## config.mk

```make
export PLATFORM = sky130hd
export DESIGN_NAME = bpu_update_sched_flat
export DESIGN_NICKNAME = d
export VERILOG_FILES = /design/src/rtl/bpu_update_sched_if.sv /design/src/rtl/bpu_update_sched.sv /design/src/flat_wrapper.sv
export SDC_FILE = /design/constraint.sdc
export NUM_CORES = 1
export LEC_CHECK = 0
export BUFFER_PORTS_ARGS = -buffer_cell sky130_fd_sc_hd__buf_4
export CAP_MARGIN = 20
export CORE_MARGIN = 2
export CORE_UTILIZATION = 40
export CTS_CLUSTER_DIAMETER = 50
export DETAILED_ROUTE_END_ITERATION = 10
export PLACE_DENSITY = 0.59
export SETUP_SLACK_MARGIN = 0.4
export SLEW_MARGIN = 20
export SYNTH_ARGS = -nofsm -noshare
export SYNTH_HDL_FRONTEND = slang
export SYNTH_SLANG_ARGS = --single-unit
```

## constraint.sdc

```tcl
create_clock -name clk -period 5.95 [get_ports clk]
set_input_delay 0.595 -clock clk [delete_from_list [all_inputs] [get_ports clk]]
set_output_delay 0.595 -clock clk [all_outputs]
set_load 0.005 [all_outputs]
```

## src/rtl/bpu_update_sched_if.sv

```systemverilog
// Port bundle between execute-stage branch resolution, the update scheduler and
// the predictor's single BTB/PHT write port.
interface bpu_update_sched_if #(
    parameter int IDX_W = 9,
    parameter int TAG_W = 8
);
    logic             a_valid;
    logic [IDX_W-1:0] a_idx;
    logic [TAG_W-1:0] a_tag;
    logic             a_taken;
    logic [29:0]      a_target;
    logic [1:0]       a_type;
    logic             b_valid;
    logic [IDX_W-1:0] b_idx;
    logic [TAG_W-1:0] b_tag;
    logic             b_taken;
    logic [29:0]      b_target;
    logic [1:0]       b_type;
    logic             clear_req;
    logic             in_space;
    logic             wr_valid;
    logic             wr_ready;
    logic             wr_clear;
    logic [IDX_W-1:0] wr_idx;
    logic [TAG_W-1:0] wr_tag;
    logic             wr_taken;
    logic [29:0]      wr_target;
    logic [1:0]       wr_type;
    logic             busy_clear;
    logic [15:0]      drop_cnt;

    modport master (
        output a_valid, a_idx, a_tag, a_taken, a_target, a_type,
        output b_valid, b_idx, b_tag, b_taken, b_target, b_type,
        output clear_req, wr_ready,
        input  in_space, wr_valid, wr_clear, wr_idx, wr_tag, wr_taken, wr_target, wr_type,
        input  busy_clear, drop_cnt
    );

    modport slave (
        input  a_valid, a_idx, a_tag, a_taken, a_target, a_type,
        input  b_valid, b_idx, b_tag, b_taken, b_target, b_type,
        input  clear_req, wr_ready,
        output in_space, wr_valid, wr_clear, wr_idx, wr_tag, wr_taken, wr_target, wr_type,
        output busy_clear, drop_cnt
    );
endinterface

```

## src/rtl/bpu_update_sched.sv

```systemverilog
// Branch predictor update scheduler: buffers up to two resolved-branch updates per
// cycle in an in-order FIFO, drains one per cycle, and sequences full-table clears.
module bpu_update_sched #(
    parameter int DEPTH = 4,
    parameter int IDX_W = 9,
    parameter int TAG_W = 8
) (
    input  logic               clk,
    input  logic               reset,
    bpu_update_sched_if.slave  bus
);
    localparam int AW = $clog2(DEPTH);

    typedef struct packed {
        logic [IDX_W-1:0] idx;
        logic [TAG_W-1:0] tag;
        logic             taken;
        logic [29:0]      target;
        logic [1:0]       jtype;
    } entry_t;

    typedef enum logic [0:0] {ST_CLEAR = 1'b0, ST_RUN = 1'b1} state_t;

    state_t           state_r;
    logic [IDX_W-1:0] clr_ptr_r;
    entry_t           mem_r [DEPTH];
    logic [AW-1:0]    rd_ptr_r;
    logic [AW-1:0]    wr_ptr_r;
    logic [AW:0]      count_r;
    logic [15:0]      drop_cnt_r;

    entry_t           a_ent_s;
    entry_t           b_ent_s;
    entry_t           first_s;
    entry_t           second_s;
    entry_t           head_s;
    logic             pop_s;
    logic             merge_s;
    logic             push1_s;
    logic             push2_s;
    logic [1:0]       drop_s;
    logic [AW+1:0]    free_s;
    logic [16:0]      drop_sum_s;

    // Enqueue decision: merge same-index lanes, lane 1 first, pop credit counts as free.
    always_comb begin
        a_ent_s  = '{bus.a_idx, bus.a_tag, bus.a_taken, bus.a_target, bus.a_type};
        b_ent_s  = '{bus.b_idx, bus.b_tag, bus.b_taken, bus.b_target, bus.b_type};
        pop_s    = (state_r == ST_RUN) && (count_r != '0) && bus.wr_ready;
        free_s   = (AW+2)'(DEPTH) - {1'b0, count_r} + {{(AW+1){1'b0}}, pop_s};
        merge_s  = bus.a_valid && bus.b_valid && (bus.a_idx == bus.b_idx);
        first_s  = a_ent_s;
        second_s = b_ent_s;
        push1_s  = 1'b0;
        push2_s  = 1'b0;
        drop_s   = 2'd0;
        if (merge_s || (bus.b_valid && !bus.a_valid)) begin
            first_s = b_ent_s;
            if (free_s != '0) begin
                push1_s = 1'b1;
            end else begin
                drop_s = 2'd1;
            end
        end else if (bus.a_valid && bus.b_valid) begin
            if (free_s >= (AW+2)'(2)) begin
                push1_s = 1'b1;
                push2_s = 1'b1;
            end else if (free_s == (AW+2)'(1)) begin
                push1_s = 1'b1;
                drop_s  = 2'd1;
            end else begin
                drop_s = 2'd2;
            end
        end else if (bus.a_valid) begin
            if (free_s != '0) begin
                push1_s = 1'b1;
            end else begin
                drop_s = 2'd1;
            end
        end else begin
            push1_s = 1'b0;
        end
        drop_sum_s = {1'b0, drop_cnt_r} + {15'd0, drop_s};
    end

    // Control state: clear walk / run FSM, FIFO pointers and drop counter.
    always_ff @(posedge clk) begin
        if (reset) begin
            state_r    <= ST_CLEAR;
            clr_ptr_r  <= '0;
            rd_ptr_r   <= '0;
            wr_ptr_r   <= '0;
            count_r    <= '0;
            drop_cnt_r <= 16'd0;
        end else begin
            case (state_r)
                ST_CLEAR: begin
                    if (bus.clear_req) begin
                        clr_ptr_r <= '0;
                    end else if (bus.wr_ready) begin
                        if (clr_ptr_r == '1) begin
                            state_r   <= ST_RUN;
                            clr_ptr_r <= '0;
                        end else begin
                            clr_ptr_r <= clr_ptr_r + IDX_W'(1);
                        end
                    end
                end
                ST_RUN: begin
                    if (bus.clear_req) begin
                        state_r   <= ST_CLEAR;
                        clr_ptr_r <= '0;
                    end
                end
                default: begin
                    state_r   <= ST_CLEAR;
                    clr_ptr_r <= '0;
                end
            endcase
            rd_ptr_r   <= rd_ptr_r + AW'(pop_s);
            wr_ptr_r   <= wr_ptr_r + AW'(push1_s) + AW'(push2_s);
            count_r    <= count_r + (AW+1)'(push1_s) + (AW+1)'(push2_s) - (AW+1)'(pop_s);
            drop_cnt_r <= drop_sum_s[16] ? 16'hFFFF : drop_sum_s[15:0];
        end
    end

    // FIFO storage; contents need no reset because count gates visibility.
    always_ff @(posedge clk) begin
        if (push1_s) begin
            mem_r[wr_ptr_r] <= first_s;
        end
        if (push2_s) begin
            mem_r[wr_ptr_r + AW'(1)] <= second_s;
        end
    end

    // Write port driven purely from registered state.
    always_comb begin
        head_s        = mem_r[rd_ptr_r];
        bus.wr_valid  = 1'b0;
        bus.wr_clear  = 1'b0;
        bus.wr_idx    = '0;
        bus.wr_tag    = '0;
        bus.wr_taken  = 1'b0;
        bus.wr_target = 30'd0;
        bus.wr_type   = 2'd0;
        case (state_r)
            ST_CLEAR: begin
                bus.wr_valid = 1'b1;
                bus.wr_clear = 1'b1;
                bus.wr_idx   = clr_ptr_r;
            end
            ST_RUN: begin
                bus.wr_valid  = (count_r != '0);
                bus.wr_idx    = head_s.idx;
                bus.wr_tag    = head_s.tag;
                bus.wr_taken  = head_s.taken;
                bus.wr_target = head_s.target;
                bus.wr_type   = head_s.jtype;
            end
            default: begin
                bus.wr_valid = 1'b0;
            end
        endcase
    end

    assign bus.busy_clear = (state_r == ST_CLEAR);
    assign bus.in_space   = ((AW+2)'(DEPTH) - {1'b0, count_r}) >= (AW+2)'(2);
    assign bus.drop_cnt   = drop_cnt_r;
endmodule

```

## src/flat_wrapper.sv

```systemverilog
// flat-port wrapper written by rule: the top's interface ports become plain ports
module bpu_update_sched_flat 
#(
    parameter int DEPTH = 4,
    parameter int IDX_W = 9,
    parameter int TAG_W = 8
)
  (clk, reset, bus_a_valid, bus_a_idx, bus_a_tag, bus_a_taken, bus_a_target, bus_a_type, bus_b_valid, bus_b_idx, bus_b_tag, bus_b_taken, bus_b_target, bus_b_type, bus_clear_req, bus_wr_ready, bus_in_space, bus_wr_valid, bus_wr_clear, bus_wr_idx, bus_wr_tag, bus_wr_taken, bus_wr_target, bus_wr_type, bus_busy_clear, bus_drop_cnt);
  bpu_update_sched_if #(.IDX_W(IDX_W), .TAG_W(TAG_W)) bus_i ();
  input  logic clk;
  input  logic reset;
  input wire logic [$bits(bus_i.a_valid)-1:0] bus_a_valid;
  input wire logic [$bits(bus_i.a_idx)-1:0] bus_a_idx;
  input wire logic [$bits(bus_i.a_tag)-1:0] bus_a_tag;
  input wire logic [$bits(bus_i.a_taken)-1:0] bus_a_taken;
  input wire logic [$bits(bus_i.a_target)-1:0] bus_a_target;
  input wire logic [$bits(bus_i.a_type)-1:0] bus_a_type;
  input wire logic [$bits(bus_i.b_valid)-1:0] bus_b_valid;
  input wire logic [$bits(bus_i.b_idx)-1:0] bus_b_idx;
  input wire logic [$bits(bus_i.b_tag)-1:0] bus_b_tag;
  input wire logic [$bits(bus_i.b_taken)-1:0] bus_b_taken;
  input wire logic [$bits(bus_i.b_target)-1:0] bus_b_target;
  input wire logic [$bits(bus_i.b_type)-1:0] bus_b_type;
  input wire logic [$bits(bus_i.clear_req)-1:0] bus_clear_req;
  input wire logic [$bits(bus_i.wr_ready)-1:0] bus_wr_ready;
  output wire logic [$bits(bus_i.in_space)-1:0] bus_in_space;
  output wire logic [$bits(bus_i.wr_valid)-1:0] bus_wr_valid;
  output wire logic [$bits(bus_i.wr_clear)-1:0] bus_wr_clear;
  output wire logic [$bits(bus_i.wr_idx)-1:0] bus_wr_idx;
  output wire logic [$bits(bus_i.wr_tag)-1:0] bus_wr_tag;
  output wire logic [$bits(bus_i.wr_taken)-1:0] bus_wr_taken;
  output wire logic [$bits(bus_i.wr_target)-1:0] bus_wr_target;
  output wire logic [$bits(bus_i.wr_type)-1:0] bus_wr_type;
  output wire logic [$bits(bus_i.busy_clear)-1:0] bus_busy_clear;
  output wire logic [$bits(bus_i.drop_cnt)-1:0] bus_drop_cnt;
  assign bus_i.a_valid = bus_a_valid;
  assign bus_i.a_idx = bus_a_idx;
  assign bus_i.a_tag = bus_a_tag;
  assign bus_i.a_taken = bus_a_taken;
  assign bus_i.a_target = bus_a_target;
  assign bus_i.a_type = bus_a_type;
  assign bus_i.b_valid = bus_b_valid;
  assign bus_i.b_idx = bus_b_idx;
  assign bus_i.b_tag = bus_b_tag;
  assign bus_i.b_taken = bus_b_taken;
  assign bus_i.b_target = bus_b_target;
  assign bus_i.b_type = bus_b_type;
  assign bus_i.clear_req = bus_clear_req;
  assign bus_i.wr_ready = bus_wr_ready;
  assign bus_in_space = bus_i.in_space;
  assign bus_wr_valid = bus_i.wr_valid;
  assign bus_wr_clear = bus_i.wr_clear;
  assign bus_wr_idx = bus_i.wr_idx;
  assign bus_wr_tag = bus_i.wr_tag;
  assign bus_wr_taken = bus_i.wr_taken;
  assign bus_wr_target = bus_i.wr_target;
  assign bus_wr_type = bus_i.wr_type;
  assign bus_busy_clear = bus_i.busy_clear;
  assign bus_drop_cnt = bus_i.drop_cnt;
  bpu_update_sched #(.DEPTH(DEPTH), .IDX_W(IDX_W), .TAG_W(TAG_W)) u_core (.clk(clk), .reset(reset), .bus(bus_i));
endmodule
```

==> results.json, run 1 <==
{
  "portBuffers": 175,
  "rows": 63,
  "finalCriticalPeriod_ns": 5.014,
  "drt-total-wl_mm": 35.74,
  "worstPathArrival_ns": 5.48,
  "cts_tree": "done",
  "power_w": 0.006109,
  "post-route-drc-count": 0,
  "final_cell_mix": "210 x nand3_1, 200 x edfxtp_1, 193 x buf_4",
  "initial_core_util": 0.4068,
  "dp_hpwl_mm": 20.04,
  "maxCapViolations": 0,
  "vias_per_cell": 5.884,
  "power.leakage_nw": 5.438,
  "root_buffer": "clkbuf_16",
  "path_buf_inv": 1,
  "grt_pass1_wl_mm": 54.11,
  "post-cts-setup-buffers": 0,
  "crit_top_cell": "ha_1",
  "design_area_um2": 14730,
  "synth_fp_nets": 1198,
  "fmax_mhz": 199.4,
  "ir_drop_mv": 0.3976,
  "cts_resized": 0,
  "fin_skew_ns": 0.01891,
  "synthArstFlopShare": 0,
  "dieArea_um2": 31630,
  "power.density_nw_per_um2": 414.7,
  "hp-class": "in2reg",
  "dieWidth_um": 177.8,
  "drv_slew": 0,
  "gr-total-overflow": 0,
  "place_ws_ns": 0.9606,
  "worst_setup_path_start_kind": "flop",
  "rsz0062_at_grt": "false",
  "crit_required_ns": 6.42,
  "utilization": 0.4957,
  "criticalPathCategory": "reg2reg",
  "critPathTopFamily": "simple AND/OR/NAND/NOR gates",
  "finalSetupViolations": 0,
  "critical_path.max_stage_delay_ns": 0.62,
  "timing.final.ws_setup_ns": 0.9361,
  "pin_count": 176,
  "cp_cell_sequence": "inv_1 > ha_1 > ha_1 > nor2_1 > ha_1 > ha_1 > xor2_1 > nand2b_1 > or3_1 > or4_4 > fa_1 > nand3b_1 > nor2_1 > nand3_1 > a21oi_1",
  "n_antenna_cell": 0,
  "fillers": 2699,
  "antenna_found_initial": 0,
  "clk_latency_ns": 0.56,
  "first_iter_violations": 913,
  "place_area_um2": 13790,
  "worstPathMaxFanout": 14,
  "wl_per_cell_um": 22.10,
  "synth_seq_cells": 233,
  "numCtsBuffers": 28,
  "finalCritPeriodShare": 0.8427,
  "coreArea_um2": 29720,
  "htree_levels": 1,
  "status": "completed",
  "routabilityCongestion": 0.7874,
  "hold_viol_final": 0,
  "crit_slowest_cell": "or3_1",
  "nets": 1327,
  "endpoint_kind": "flop",
  "drt-pass1-iter-count": 5,
  "vias": 9515,
  "area_delta_synth_final_pct": 21.86,
  "ant_nets": 0,
  "numClockSinks": 233,
  "synth_edf_count": 200,
  "worstMarginPinSlew_ns": 0.9265,
  "grt_use_total": 0.2235,
  "path_clk_slew_ns": 0.06,
  "slew_headroom": 0.3824,
  "grt_max_degree": 114,
  "cts_max_path_buffers": 3,
  "ys_types": 48,
  "drive_gt1_frac": 0.2600,
  "syn_area_per_cell_um2": 11.24,
  "die_h_um": 177.8,
  "cts_hold_buf": 0,
  "synthesis.area_um2": 12090,
  "yosysWarnings": 0,
  "synthFlopType": "edfxtp_1",
  "tns_ns": 0,
  "ys_seq_area_frac": 0.5514,
  "syn_inst": 1076,
  "final_common_cell": "nand3_1",
  "grt_pass1_vias": 9352
}
==> power breakdown <==
| part | internal, W | leakage (nW) | switching, W |
|---|---|---|---|
| registers | 0.00245 | 2.14 | 0.000121 |
| clock network | 0.00104 | 0.455 | 0.000685 |
| logic | 0.000562 | 2.84 | 0.00125 |
| total | 0.00405 | 5.44 | 0.00205 |
==> routing by layer <==
metal,wire [um],track usage,vias up
met5,0,0,-
li1,-,-,4316
met3,3230,0.03620,43
met2,16540,0.3535,472
met1,15420,0.3207,4684
met4,552,0.05806,0
==> final timing paths <==
check	startpoint	endpoint	slack, ns	cells past startpoint
hold / removal	bus_clear_req	u_core.state_r	0.25	2
hold reg to reg	u_core.clr_ptr_r[7]	u_core.clr_ptr_r[7]	0.50	2
setup reg to reg	u_core.count_r[0]	u_core.bus.drop_cnt[1]	0.94	15
setup / recovery	u_core.count_r[0]	u_core.bus.drop_cnt[1]	0.94	15
==> layout make-up <==
cell class | count | area [um^2] | share of cell area
flip-flops and latches | 233 | 6673 | 0.4529
multi-input cells | 735 | 5120 | 0.3475
repair buffers | 194 | 1460 | 0.09912
clock buffers | 32 | 715.7 | 0.04858
well taps | 390 | 488.0 | 0.03312
clock inverters | 20 | 226.5 | 0.01537
inverters | 13 | 48.80 | 0.003312
==> cells in the mapped netlist, types with 2 or more instances <==
master / count / area, um^2
mux2i_1: 2 / 20.02
inv_1: 12 / 45.04
nand4_1: 4 / 25.02
and3_1: 8 / 50.05
nand2b_1: 6 / 37.54
nor3_1: 5 / 25.02
a31oi_1: 2 / 12.51
or3_1: 3 / 18.77
edfxtp_1: 200 / 6006
buf_2: 16 / 80.08
o22ai_1: 5 / 31.28
fa_1: 4 / 80.08
o311ai_1: 3 / 26.28
o21ai_1: 45 / 225.2
clkbuf_1: 59 / 221.5
xnor2_1: 14 / 122.6
a21oi_2: 3 / 26.28
a21oi_1: 24 / 120.1
and2_1: 41 / 256.5
o21ai_0: 161 / 805.8
nor3b_1: 2 / 15.01
ha_1: 12 / 150.1
nand3_1: 210 / 1051
or2_2: 2 / 12.51
mux2_2: 9 / 101.4
clkbuf_2: 15 / 75.07
xor2_1: 11 / 96.34
buf_1: 4 / 15.01
nand3b_1: 4 / 30.03
nor2b_1: 5 / 31.28
dfxtp_1: 33 / 660.6
o31ai_1: 2 / 15.01
mux4_2: 50 / 1126
nor2_1: 24 / 90.09
nand2_1: 63 / 236.5
==> cell families (layout without fill, tap and decap cells) <==
group                    count (synthesis)  after routing  synth area share
multiplexers                            61             61            0.1032
adder cells (fa/ha/maj)                 16             16           0.01904
AND/OR/NAND/NOR                        381            381            0.1595
AO/OA/AOI/OAI                          252            252            0.1117
XOR/XNOR                                25             25           0.01811
buffers and inverters                  108            259           0.03705
flip-flops                             233            233            0.5514
==> worst reg2reg max path: stages (launching register included) <==
cell      delay (ns)
dfxtp_1         0.40
inv_1           0.09
ha_1            0.20
ha_1            0.19
nor2_1          0.22
ha_1            0.27
ha_1            0.19
xor2_1          0.16
nand2b_1        0.25
or3_1           0.62
or4_4           0.58
fa_1            0.43
nand3b_1        0.25
nor2_1          0.31
nand3_1         0.49
a21oi_1         0.28
==> per-stage QoR <==
step	hold WS (ns)	std cells
after global placement	0.4855	1565
after CTS	0.2294	1617
final	0.2452	1617
after detailed placement	0.4860	1565
after global routing	0.2371	1617
after floorplan	0.4643	1076
==> flip-flops by register name (all words and copies together) (netlist names) <==
register             flops
u_core.clr_ptr_r         9
u_core.rd_ptr_r          2
u_core.bus.drop_cnt     16
u_core.count_r           3
u_core.mem_r           200
u_core.wr_ptr_r          2
u_core.state_r           1
Power figures use the tool's default switching activity.
==> inputs of run 2 (changes only) <==
--- a/config.mk
+++ b/config.mk
@@ -5,13 +5,14 @@
 export SDC_FILE = /design/constraint.sdc
 export NUM_CORES = 1
 export LEC_CHECK = 0
+export ABC_AREA = 1
 export BUFFER_PORTS_ARGS = -buffer_cell sky130_fd_sc_hd__buf_4
 export CAP_MARGIN = 20
 export CORE_MARGIN = 2
 export CORE_UTILIZATION = 40
 export CTS_CLUSTER_DIAMETER = 50
 export DETAILED_ROUTE_END_ITERATION = 10
-export PLACE_DENSITY = 0.59
+export PLACE_DENSITY = 0.61
 export SETUP_SLACK_MARGIN = 0.4
 export SLEW_MARGIN = 20
 export SYNTH_ARGS = -nofsm -noshare
==> constraint.sdc (replaced) <==
create_clock -name clk -period 4.6 [get_ports clk]
set_input_delay 0.46 -clock clk [delete_from_list [all_inputs] [get_ports clk]]
set_output_delay 0.46 -clock clk [all_outputs]
set_load 0.005 [all_outputs]
==> run 2 against run 1 <==
Sequential cell count unchanged. Final cell count up 46%. Power up 37%. Non-clock buffer count up 6. Clock power up 41%. Critical path type unchanged. Highest routed layer unchanged.
==> results.json, run 2 <==
{
  "status": "completed",
  "synthAdderAreaFrac": 0.01640,
  "syn_inst": 1782,
  "largest-register": "u_core.mem_r",
  "gr-total-overflow": 0,
  "synth_simple_gate_area_frac": 0.3409,
  "dp_hpwl_mm": 26.08,
  "p_seq_frac": 0.402,
  "rsz0062_at_grt": "false",
  "root_buffer": "clkbuf_16",
  "numClockSinks": 233,
  "drv_slew": 0,
  "p_clk_frac": 0.290,
  "switchingPower_w": 0.003025,
  "nets": 2008,
  "first_iter_violations": 1184,
  "synth_edf_count": 200,
  "min-delay-start": "bus_clear_req",
  "intPower_w": 0.005335,
  "tns_ns": 0,
  "ant_nets": 0,
  "vias_per_cell": 5.671,
  "yosysMostFrequentCell": "nand3_1",
  "swShare": 0.3619,
  "finalSetupViolations": 0,
  "grt_pass1_wl_mm": 71.86,
  "synth_top_area_frac": 0.4278,
  "hp-class": "in2reg",
  "coreArea_um2": 34540,
  "r2r-start": "u_core.count_r[0]",
  "post-route-drc-count": 0,
  "r2r_cells": 22,
  "numCtsBuffers": 30,
  "fmax_mhz": 261.5,
  "drive_gt1_frac": 0.1576,
  "synth_top_family_by_area": "simple AND/OR/NAND/NOR gates",
  "reg2reg_slack_ns": 0.78,
  "n_antenna_cell": 0,
  "synth_mux_area_frac": 0.0007130,
  "final_common_cell": "nand3_1",
  "finalCritPeriodShare": 0.8313,
  "worstMarginPinSlew_ns": 0.9864,
  "power.density_nw_per_um2": 501.7,
  "initial_core_util": 0.4064,
  "cts_max_path_buffers": 3,
  "cts_tree": "done",
  "yosys-top-cells-area": "edfxtp_1 43%, nand3_1 17%, nand2_1 7.5%, nor2_1 6.1%, dfxtp_1 4.7%",
  "criticalPathCategory": "reg2reg",
  "synthArstFlopShare": 0,
  "synthesis.area_um2": 14040,
  "pin_count": 176,
  "ir_drop_mv": 0.4510,
  "synthFlopType": "edfxtp_1",
  "yosysWarnings": 0,
  "antenna_found_initial": 0,
  "die_h_um": 191.3,
  "worstPathMaxFanout": 4,
  "synth_compound_area_frac": 0.07353,
  "htree_levels": 1,
  "endpoint_kind": "flop",
  "drt-total-wl_mm": 46.37,
  "maxCapViolations": 0,
  "synth_seq_cells": 233,
  "vias": 13412,
  "rows": 68,
  "wl_per_cell_um": 19.61,
  "drt-pass1-iter-count": 6,
  "area_delta_synth_final_pct": 18.69,
  "worst_setup_path_start_kind": "flop",
  "synth_fp_nets": 1904,
  "finalCriticalPeriod_ns": 3.824,
  "crit_required_ns": 5.04,
  "whs_path_depth": 4,
  "pwr-share-comb": 0.308,
  "fin_skew_ns": 0.02725,
  "synth_xor_area_frac": 0.009982,
  "slew_headroom": 0.3401,
  "grt_pass1_vias": 12874,
  "fillers": 3367,
  "power.leakage_nw": 7.300,
  "ys_types": 36,
  "synth_area_leader_cell": "edfxtp_1",
  "r2r_end": "u_core.bus.drop_cnt[14]",
  "largest_reg_flops": 200,
  "clk_latency_ns": 0.57,
  "place_area_um2": 15620,
  "power_w": 0.008360,
  "syn_area_per_cell_um2": 7.878,
  "dieArea_um2": 36610,
  "final_cell_mix": "487 x nand3_1, 281 x nand2_1, 222 x nor2_1",
  "dieWidth_um": 191.3,
  "grt_max_degree": 79,
  "hold_viol_final": 0,
  "grt_use_total": 0.2522,
  "path_clk_slew_ns": 0.05,
  "portBuffers": 175,
  "design_area_um2": 16660,
  "worstPathArrival_ns": 4.27,
  "post-cts-setup-buffers": 0,
  "ys_seq_area_frac": 0.4749,
  "synth_common_cells": "488 x nand3_1, 282 x nand2_1, 228 x nor2_1, 200 x edfxtp_1, 141 x inv_1",
  "routabilityCongestion": 0.8335,
  "whs_endpoint": "u_core.state_r"
}
## run 2: changes by cell type after synthesis, moves of 15 or more
| cell | before | now |
|---|---|---|
| clkbuf_2 | 15 | 0 |
| mux4_2 | 50 | 0 |
| o21ai_1 | 45 | 0 |
| buf_2 | 16 | 34 |
| nand2_1 | 63 | 282 |
| o21ai_0 | 161 | 125 |
| inv_1 | 12 | 141 |
| and2_1 | 41 | 1 |
| a21oi_1 | 24 | 56 |
| nand3_1 | 210 | 488 |
| nor2_1 | 24 | 228 |
## run 2: power by group through the flow
stage / Clock (W) / Sequential, W / Combinational [W]
after floorplan: 0 / 0.00339 / 0.00162
after global placement: 0 / 0.00338 / 0.00248
final: 0.00243 / 0.00336 / 0.00257
after CTS: 0.00246 / 0.00336 / 0.00254
after detailed placement: 0 / 0.00340 / 0.00253
after global routing: 0.00255 / 0.00341 / 0.00282
## run 2: repair_timing
action / in CTS / in global routing
endpoints found under the hold margin: 0 / 0
setup endpoints to repair: 0 / 11
hold buffers: 0 / 0
resized for setup: 0 / 3
## run 2: cell type report
class / count / area [um^2] / area share
Clock buffer: 34 / 765.7 / 0.04596
Multi-Input combinational cell: 1270 / 6289 / 0.3774
Clock inverter: 22 / 266.5 / 0.01599
Tap cell: 455 / 569.3 / 0.03417
Inverter: 151 / 574.3 / 0.03447
Sequential cell: 233 / 6671 / 0.4004
Timing Repair Buffer: 200 / 1526 / 0.09161
## run 2: metrics by stage
step / setup WS (ns) / instances / util / hold slack [ns]
6_report: 0.7759 / 2365 / 0.4824 / 0.2139
3_3_place_gp: 0.7592 / 2309 / 0.4522 / 0.4754
5_1_grt: 0.3703 / 2365 / 0.4824 / 0.2287
3_5_place_dp: 0.6543 / 2309 / 0.4522 / 0.4831
4_1_cts: 0.6375 / 2365 / 0.4821 / 0.1943
2_1_floorplan: -0.002603 / 1782 / - / 0.4588
## run 2: kinds of logic (layout without fill, tap and decap cells)
kind of cell               after synthesis  after routing
and+or+nand+nor                       1038           1038
buffers and inverters                  279            407
muxes                                    1              1
xor gates and xnor gates                16             16
adders and majority gates               16             16
DFF                                    233            233
AOI/OAI and AO/OA                      199            199
## run 2: worst max-delay path by stage
| stage | from | end | slack (ns) | depth (start not counted) |
|---|---|---|---|---|
| after CTS | u_core.count_r[0] | u_core.bus.drop_cnt[14] | 0.64 | 22 |
| final | u_core.count_r[0] | u_core.bus.drop_cnt[14] | 0.78 | 22 |
| after floorplan | u_core.state_r | u_core.mem_r[0][0] | -0.003 | 11 |
| after global placement | u_core.count_r[0] | u_core.bus.drop_cnt[14] | 0.76 | 22 |
| after global routing | u_core.count_r[0] | u_core.bus.drop_cnt[14] | 0.37 | 22 |
| after detailed placement | u_core.count_r[0] | u_core.bus.drop_cnt[14] | 0.65 | 22 |
## run 2: metal layers
| metal | global-route usage | share of wire | routed length (um) |
|---|---|---|---|
| met4 | 0.1050 | 0.032 | 1491 |
| met2 | 0.4106 | 0.47 | 21670 |
| met1 | 0.3328 | 0.41 | 19100 |
| met5 | 0 | 0 | 0 |
| met3 | 0.04149 | 0.089 | 4111 |
## run 2: worst max-delay path, cell delays in order (launching register included)
cell,delay (ns)
dfxtp_1,0.40
inv_2,0.07
ha_1,0.20
ha_1,0.20
nor2_2,0.18
ha_1,0.23
ha_1,0.24
nor2_1,0.14
nand4_1,0.14
o21ai_0,0.18
o21ai_0,0.10
inv_1,0.07
ha_1,0.16
inv_1,0.05
fa_1,0.43
nor2_2,0.17
nand4_1,0.18
nor2_2,0.17
nand3_1,0.10
nand2_1,0.07
nand2_1,0.04
o21ai_0,0.15
inv_1,0.05
